File: src/rtl/uart_rx.sv
// uart_rx: 8N1 serial receiver with a held byte, valid/ack
// handshake, sticky frame/overrun flags and a level interrupt.
module uart_rx #(
    parameter int unsigned sys_clk = 50000000,
    parameter int unsigned baud    = 9600
) (
    input  logic        clock,
    input  logic        nRst,
    input  logic        RX,
    input  logic        rx_ack,
    output logic [31:0] data,
    output logic        rx_valid,
    output logic        frame_err,
    output logic        overrun,
    output logic        interrupt
);

    localparam int unsigned BIT_CNT  = sys_clk / baud - 1;
    localparam int unsigned HALF_CNT = (sys_clk / baud) / 2 - 1;
    localparam logic [31:0] BIT_LIM  = 32'(BIT_CNT);
    localparam logic [31:0] HALF_LIM = 32'(HALF_CNT);

    typedef enum logic [1:0] {IDLE, START, DATA, STOP} state_t;

    state_t      state, state_n;
    logic        rx_m, rx_s, rx_p;
    logic [31:0] freq_div_counter, cnt_n;
    logic [2:0]  data_counter, dcnt_n;
    logic [7:0]  shift, shift_n;
    logic [7:0]  data_q, data_n;
    logic        valid_n, ferr_n, ovr_n;

    // Two-flop synchroniser plus previous-value flop for edge detect.
    always_ff @(posedge clock or negedge nRst) begin
        if (!nRst) begin
            rx_m <= 1'b1;
            rx_s <= 1'b1;
            rx_p <= 1'b1;
        end else begin
            rx_m <= RX;
            rx_s <= rx_m;
            rx_p <= rx_s;
        end
    end

    // State, counters, shift register and CPU-visible registers.
    always_ff @(posedge clock or negedge nRst) begin
        if (!nRst) begin
            state            <= IDLE;
            freq_div_counter <= '0;
            data_counter     <= '0;
            shift            <= '0;
            data_q           <= '0;
            rx_valid         <= 1'b0;
            frame_err        <= 1'b0;
            overrun          <= 1'b0;
        end else begin
            state            <= state_n;
            freq_div_counter <= cnt_n;
            data_counter     <= dcnt_n;
            shift            <= shift_n;
            data_q           <= data_n;
            rx_valid         <= valid_n;
            frame_err        <= ferr_n;
            overrun          <= ovr_n;
        end
    end

    // Next-state logic; ack clears first so a same-cycle set wins.
    always_comb begin
        state_n = state;
        cnt_n   = freq_div_counter;
        dcnt_n  = data_counter;
        shift_n = shift;
        data_n  = data_q;
        valid_n = rx_valid;
        ferr_n  = frame_err;
        ovr_n   = overrun;
        if (rx_ack) begin
            valid_n = 1'b0;
            ferr_n  = 1'b0;
            ovr_n   = 1'b0;
        end
        case (state)
            IDLE: begin
                if (rx_p && !rx_s) begin
                    state_n = START;
                    cnt_n   = '0;
                end
            end
            START: begin
                if (freq_div_counter == HALF_LIM) begin
                    cnt_n = '0;
                    if (!rx_s) begin
                        state_n = DATA;
                        dcnt_n  = '0;
                    end else begin
                        state_n = IDLE;
                    end
                end else begin
                    cnt_n = freq_div_counter + 32'd1;
                end
            end
            DATA: begin
                if (freq_div_counter == BIT_LIM) begin
                    shift_n[data_counter] = rx_s;
                    cnt_n  = '0;
                    dcnt_n = data_counter + 3'd1;
                    if (data_counter == 3'd7) state_n = STOP;
                end else begin
                    cnt_n = freq_div_counter + 32'd1;
                end
            end
            STOP: begin
                if (freq_div_counter == BIT_LIM) begin
                    cnt_n   = '0;
                    state_n = IDLE;
                    if (rx_s) begin
                        if (!rx_valid || rx_ack) begin
                            data_n  = shift;
                            valid_n = 1'b1;
                        end else begin
                            ovr_n = 1'b1;
                        end
                    end else begin
                        ferr_n = 1'b1;
                    end
                end else begin
                    cnt_n = freq_div_counter + 32'd1;
                end
            end
            default: state_n = IDLE;
        endcase
    end

    assign data      = {24'd0, data_q};
    assign interrupt = rx_valid | frame_err | overrun;

endmodule

File: config.mk
export PLATFORM = sky130hd
export DESIGN_NAME = uart_rx
export DESIGN_NICKNAME = d
export VERILOG_FILES = /design/src/rtl/uart_rx.sv
export SDC_FILE = /design/constraint.sdc
export NUM_CORES = 1
export LEC_CHECK = 0
export BUFFER_PORTS_ARGS = -buffer_cell sky130_fd_sc_hd__buf_2
export CAP_MARGIN = 0
export CORE_UTILIZATION = 40
export CTS_CLUSTER_SIZE = 30
export DETAILED_ROUTE_END_ITERATION = 6
export SETUP_SLACK_MARGIN = 0.2
export SYNTH_ARGS = -nofsm -noshare
export SYNTH_HDL_FRONTEND = slang
export SYNTH_SLANG_ARGS = --single-unit
File: constraint.sdc
create_clock -name clock -period 3.32 [get_ports clock]
set_input_delay 0.664 -clock clock [delete_from_list [all_inputs] [get_ports clock]]
set_output_delay 0.664 -clock clock [all_outputs]
set_load 0.01 [all_outputs]
# [Word level (Yosys, flattened, before mapping)]
# Cells that the tools add are included.
# W data, S select, Z words.
[op_classes] addsub=2 order_cmp=2 n_eq_ne=12 n_mux=32 n_bitwise=2 reduce_logical=12
[ops] cell="$mux W32" n=3
[ops] cell="$pmux W32 S3" n=1
[ops] cell="$add A32 B1 Y32 const B" n=1
[ops] cell="$eq A32 B12 Y1 const B" n=1
[ops] cell="$eq A32 B13 Y1 const B" n=1
[ops] cell="$mux W1" n=15
[ops] cell="$mux W2" n=6
[ops] cell="$ne A2 B2 Y1 const B" n=6
[ops] cell="$mux W3" n=3
[ops] cell="$bwmux W8" n=1
[ops] cell="$pmux W2 S4" n=1
[ops] cell="$reduce_and A4 Y1" n=2
[ops] cell="$pmux W3 S2" n=1
[ops] cell="$reduce_and A5 Y1" n=1
[ops] cell="$eq A2 B2 Y1 const B" n=2
[ops] cell="$lt A3 B4 Y1 const B" n=1
[ops] cell="$add A3 B1 Y3 const B" n=1
[ops] cell="$demux W1 S3" n=1
[ops] cell="$eq A3 B3 Y1 const B" n=1
[ops] cell="$ge A3 B1 Y1 const B" n=1
[ops] cell="$eq A2 B1 Y1 const B" n=1
[ops] cell="$logic_and A1 B1 Y1" n=2
[ops] cell="$logic_not A1 Y1" n=2
[ops] cell="$logic_not A2 Y1" n=1
[ops] cell="other kinds (5)" n=6
[word_totals] ff_bits=59 in_bits=4 output_inout_bits=36 elab_cells=73

# [Depth between registers and ports, before layout]
[logic_depth] ltp_word=6 ltp_mapped=8 mapped_depth_nobuf=6

# [Worst setup path before layout]
# No wires, ideal clock.
[synth_path] kind="register to register" from="register freq_div_counter[0]" to="register freq_div_counter[0]" setup_time_ps=125 t_arrival_ps=2215 required_ps=3195 setup_slack_ps=980 stages_incl_launch_ff=8 path_buffers=1 period_less_slack_ps=2340 cell_sequence="dfrtp_1 ha_1 or4b_2 nor3_1 a311oi_1 buf_2 or2_1 mux2_2"
[synth_between] elab_chain_cells=3 elab_cells_between_ends=6 classes_between="add/sub: 1; eq/ne: 2; mux: 3"
[synth_lines] element="from (decl)" line_no="27" source="logic [31:0] freq_div_counter, cnt_n;"
[synth_lines] element="from (signal assigned)" line_no="59" source="freq_div_counter <= cnt_n;"
[synth_lines] element="$add A32 B1 Y32, or another cell as far along" line_no="101, 111, 129"
[synth_lines] element="$mux W32, on equally long branches" line_no="105, 115, 92"
[synth_lines] element="$pmux W32 S3 (*)" line_no="84" source="case (state)"
# Every way passes the cells marked *; elsewhere a longest branch is shown, timed or not.
# A chain may end at the register's enable or synchronous reset.

# [Final worst setup path]
[layout_path] from="register freq_div_counter[9]" to="register freq_div_counter[20]"
# The elaborated chain is that of the path after synthesis.

==> flow_summary_export.csv <==
group,metric,value,unit
status,outcome,"completed",
drt,detailedRoute.firstPassIterationCount,4,
synthesis,synth-simple-area-share,0.251,
timing,setup_viol,0,
power_and_ir_drop,power_density,531,nW/um2
timing,worst_slew_pin_slew,0.898,ns
floorplan,start_util,0.415,
grt,grt_use_total,0.183,
final_layout,n_fill_cell,825,
floorplan,row_count,33,
timing,whs,0.358,ns
synthesis,synthArstFlopShare,1.00,
synthesis,yosys-mux-area-fraction,0.0646,
synthesis,ys_seq_elements,59,
synthesis,synth_area_per_cell,9.08,um2
cts,cts_root_buf,"clkbuf_8",
cts,clk_pin_slew_worst_paths,0.07,ns
power_and_ir_drop,ir_drop,0.330,mV
min_path,holdCritPathClass,"reg2reg",
floorplan,pin_count,40,
drt,first_iter_violations,133,
critical_path,cp_max_fo,26,
synthesis,ys_seq_area_frac,0.431,
critical_path,worst_ep_arrival_time,2.93,ns
floorplan,dieArea,8950,um2
cts,htreeDepth,3,
grt,grt_pass1_vias,2610,
drt,routed_wl,7.33,mm
cts,clock_latency,0.34,ns
synthesis,yosys_warnings,0,
floorplan,die_x,94.6,um
timing,finalCritPeriodShare,0.823,
drt,wl_met3,277,um
cts,cts_sinks,59,
placement,hpwl,4.88,mm
grt,grt_overflow_total,0,
synthesis,ys_top_cells_by_area,"dfrtp_1 (41%), nand2_1 (6.0%), mux2_2 (5.6%)",
synthesis,synth_top_family_by_area,"simple AND/OR/NAND/NOR gates",
floorplan,core_area,8260,um2
cts,cts_resized,0,
floorplan,die_height,94.6,um
timing,final_hold_viol_count,0,
critical_path,worstSetupEndpointType,"flip-flop",
drt,dr_total_vias,2736,
drt,top_layer,"met4",
timing,fmax,366,MHz
synthesis,synth_edf_count,0,
synthesis,ys.flop_type,"dfrtp_1",
timing,post-route-min-period,2.73,ns
final_layout,n_antenna_cell,0,
critical_path,critPathKind,"reg2reg",
critical_path,crit_path_start_kind,"flip-flop",
cts,hold_buffers,0,
synthesis,synth_top_cell_by_area,"dfrtp_1",
synthesis,synth-xor-area-share,0,
cts,cts_setup_buffers,0,
cts,cts_tree,"done",
timing,rsz0062_at_grt,"false",
drt,wl_per_cell,14.7,um
synthesis,synth_area,3430,um2
synthesis,synth-compound-area-share,0.147,
grt,grt_max_degree,40,
synthesis,ys_types,53,
drt,drc_errors,0,
cts,clockBufferDepth,2,
synthesis,synthCells,378,
job,maxCapViolCount,0,
grt,grt_antenna_before_repair,0,
placement,gp_congestion,0.756,
power_and_ir_drop,p_leak,1.63,nW
final_layout,nets,395,
final_layout,fin_util,0.456,
grt,grt_first_pass_wirelength,12.7,mm
drt,wl_met1,3.46,mm
synthesis,synthAdderAreaFrac,0.0109,
timing,skew,0.00571,ns
drt,wl_met2,3.46,mm
timing,relSlewSlack,0.401,
timing,totalNegativeSetupSlack,0,ns
synthesis,synth_top_area_frac,0.408,
drt,viasPerCell,5.49,
timing,slew_violations,0,
final_layout,area_growth,9.70,%
cts,numCtsBuffers,9,
placement,port_buffers,15,
final_layout,drive_above_1_share,0.183,
drt,ant_nets,0,
critical_path,required,3.52,ns
## stage by stage
stage               cells  setup WS [ns]  power [W]  cell area [um2]
floorplan             401          0.980    0.00113             3520
global placement      482          0.708    0.00125             3540
detailed placement    482          0.591    0.00127             3540
CTS                   498          0.591    0.00202             3760
global route          498          0.415    0.00211             3760
finish                498          0.588    0.00200             3760
## cells by family (layout without fill, tap and decap cells)
family	count (synthesis)	in the layout
compound gates	73	73
mux	20	20
buf+inv	61	53
other cells	1	24
simple gates	161	161
fa+ha+maj	3	3
flops	59	59
## cells in the final DEF (no fill, tap or decap), types with 2 or more instances in the layout
cell	Yosys	routed
or2_1	2	2
bufinv_16	0	2
o211ai_1	16	16
nand4_2	2	2
dfrtp_1	56	56
ha_1	3	3
nor3_1	7	7
dfstp_2	3	3
or2_2	4	4
clkbuf_8	0	9
a22oi_1	5	5
nand4_1	14	14
mux2i_1	3	3
or4_1	5	5
nand2_1	55	55
mux2_2	17	17
o221ai_1	5	5
or2_0	2	2
buf_2	4	15
inv_1	16	16
conb_1	1	24
o21ai_0	20	20
nand3_1	8	8
nor2b_1	3	3
or3_1	6	6
o21bai_1	5	5
nor4_1	16	16
and4_1	4	4
and2_1	5	5
o22ai_1	8	8
or4_4	2	2
a21oi_1	2	2
buf_4	24	6
nand2b_1	3	3
inv_6	0	2
clkinv_4	0	2
nor2_1	18	18
## where the power goes
group	internal [W]	switching, W
clock network	0.000429	0.000322
logic	0.000124	0.000295
registers	0.000762	0.0000679
## layer usage
metal / vias to the layer above / GRT usage
li1: 1359 / -
met1: 1305 / 0.238
met2: 61 / 0.293
met3: 11 / 0.0475
met4: 0 / 0.0682
met5: - / 0
## final cells by class
class	count	area [um2]	share of cell area
flip-flops and latches	59	1480	0.393
repair buffers	21	120	0.0319
well taps	105	131	0.0349
clock buffers	9	124	0.0329
clock inverters	7	100	0.0266
inverters	16	60.1	0.0160
multi-input cells	281	1750	0.464
## critical path, stage by stage (launching register included)
cell	delay (ns)
dfrtp_1	0.45
or4_1	0.52
nor3_1	0.52
a31oi_2	0.39
buf_4	0.34
o221ai_1	0.19
o311ai_0	0.16
## synth_stat cells, drive strengths merged, types with 4 or more instances
master	instances
buf	30
nand2	55
nor2	18
nand4	16
nor4	16
dfrtp	56
and4	4
clkbuf	15
o211ai	17
or4	7
o21bai	5
a22oi	5
o21ai	21
or2	8
inv	16
or3	6
o221ai	5
nor3	8
mux2	17
nand3	8
and2	5
o22ai	8
## flip-flops by register name, summed over array words and instances (netlist names), named ones only
name	flops
rx_m	1
frame_err	1
rx_valid	1
freq_div_counter	32
rx_p	1
data_q	8
data_counter	3
overrun	1
shift	8
rx_s	1
state	1
## path summary, 6_finish.rpt
kind	from	to	slack, ns	depth (start not counted)
setup / recovery	freq_div_counter[9]$_DFFE_PN0P_	freq_div_counter[20]$_DFFE_PN0P_	0.59	6
hold / removal	rx_m$_DFF_PN1_	rx_s$_DFF_PN1_	0.36	0
setup reg to reg	freq_div_counter[9]$_DFFE_PN0P_	freq_div_counter[20]$_DFFE_PN0P_	0.59	6
hold reg to reg	rx_m$_DFF_PN1_	rx_s$_DFF_PN1_	0.36	0
max in group asynchronous	nRst	shift[2]$_DFFE_PN0P_	2.15	2
min in group asynchronous	nRst	freq_div_counter[2]$_DFFE_PN0P_	0.45	1
No activity file was read; power rests on OpenSTA's default activity.
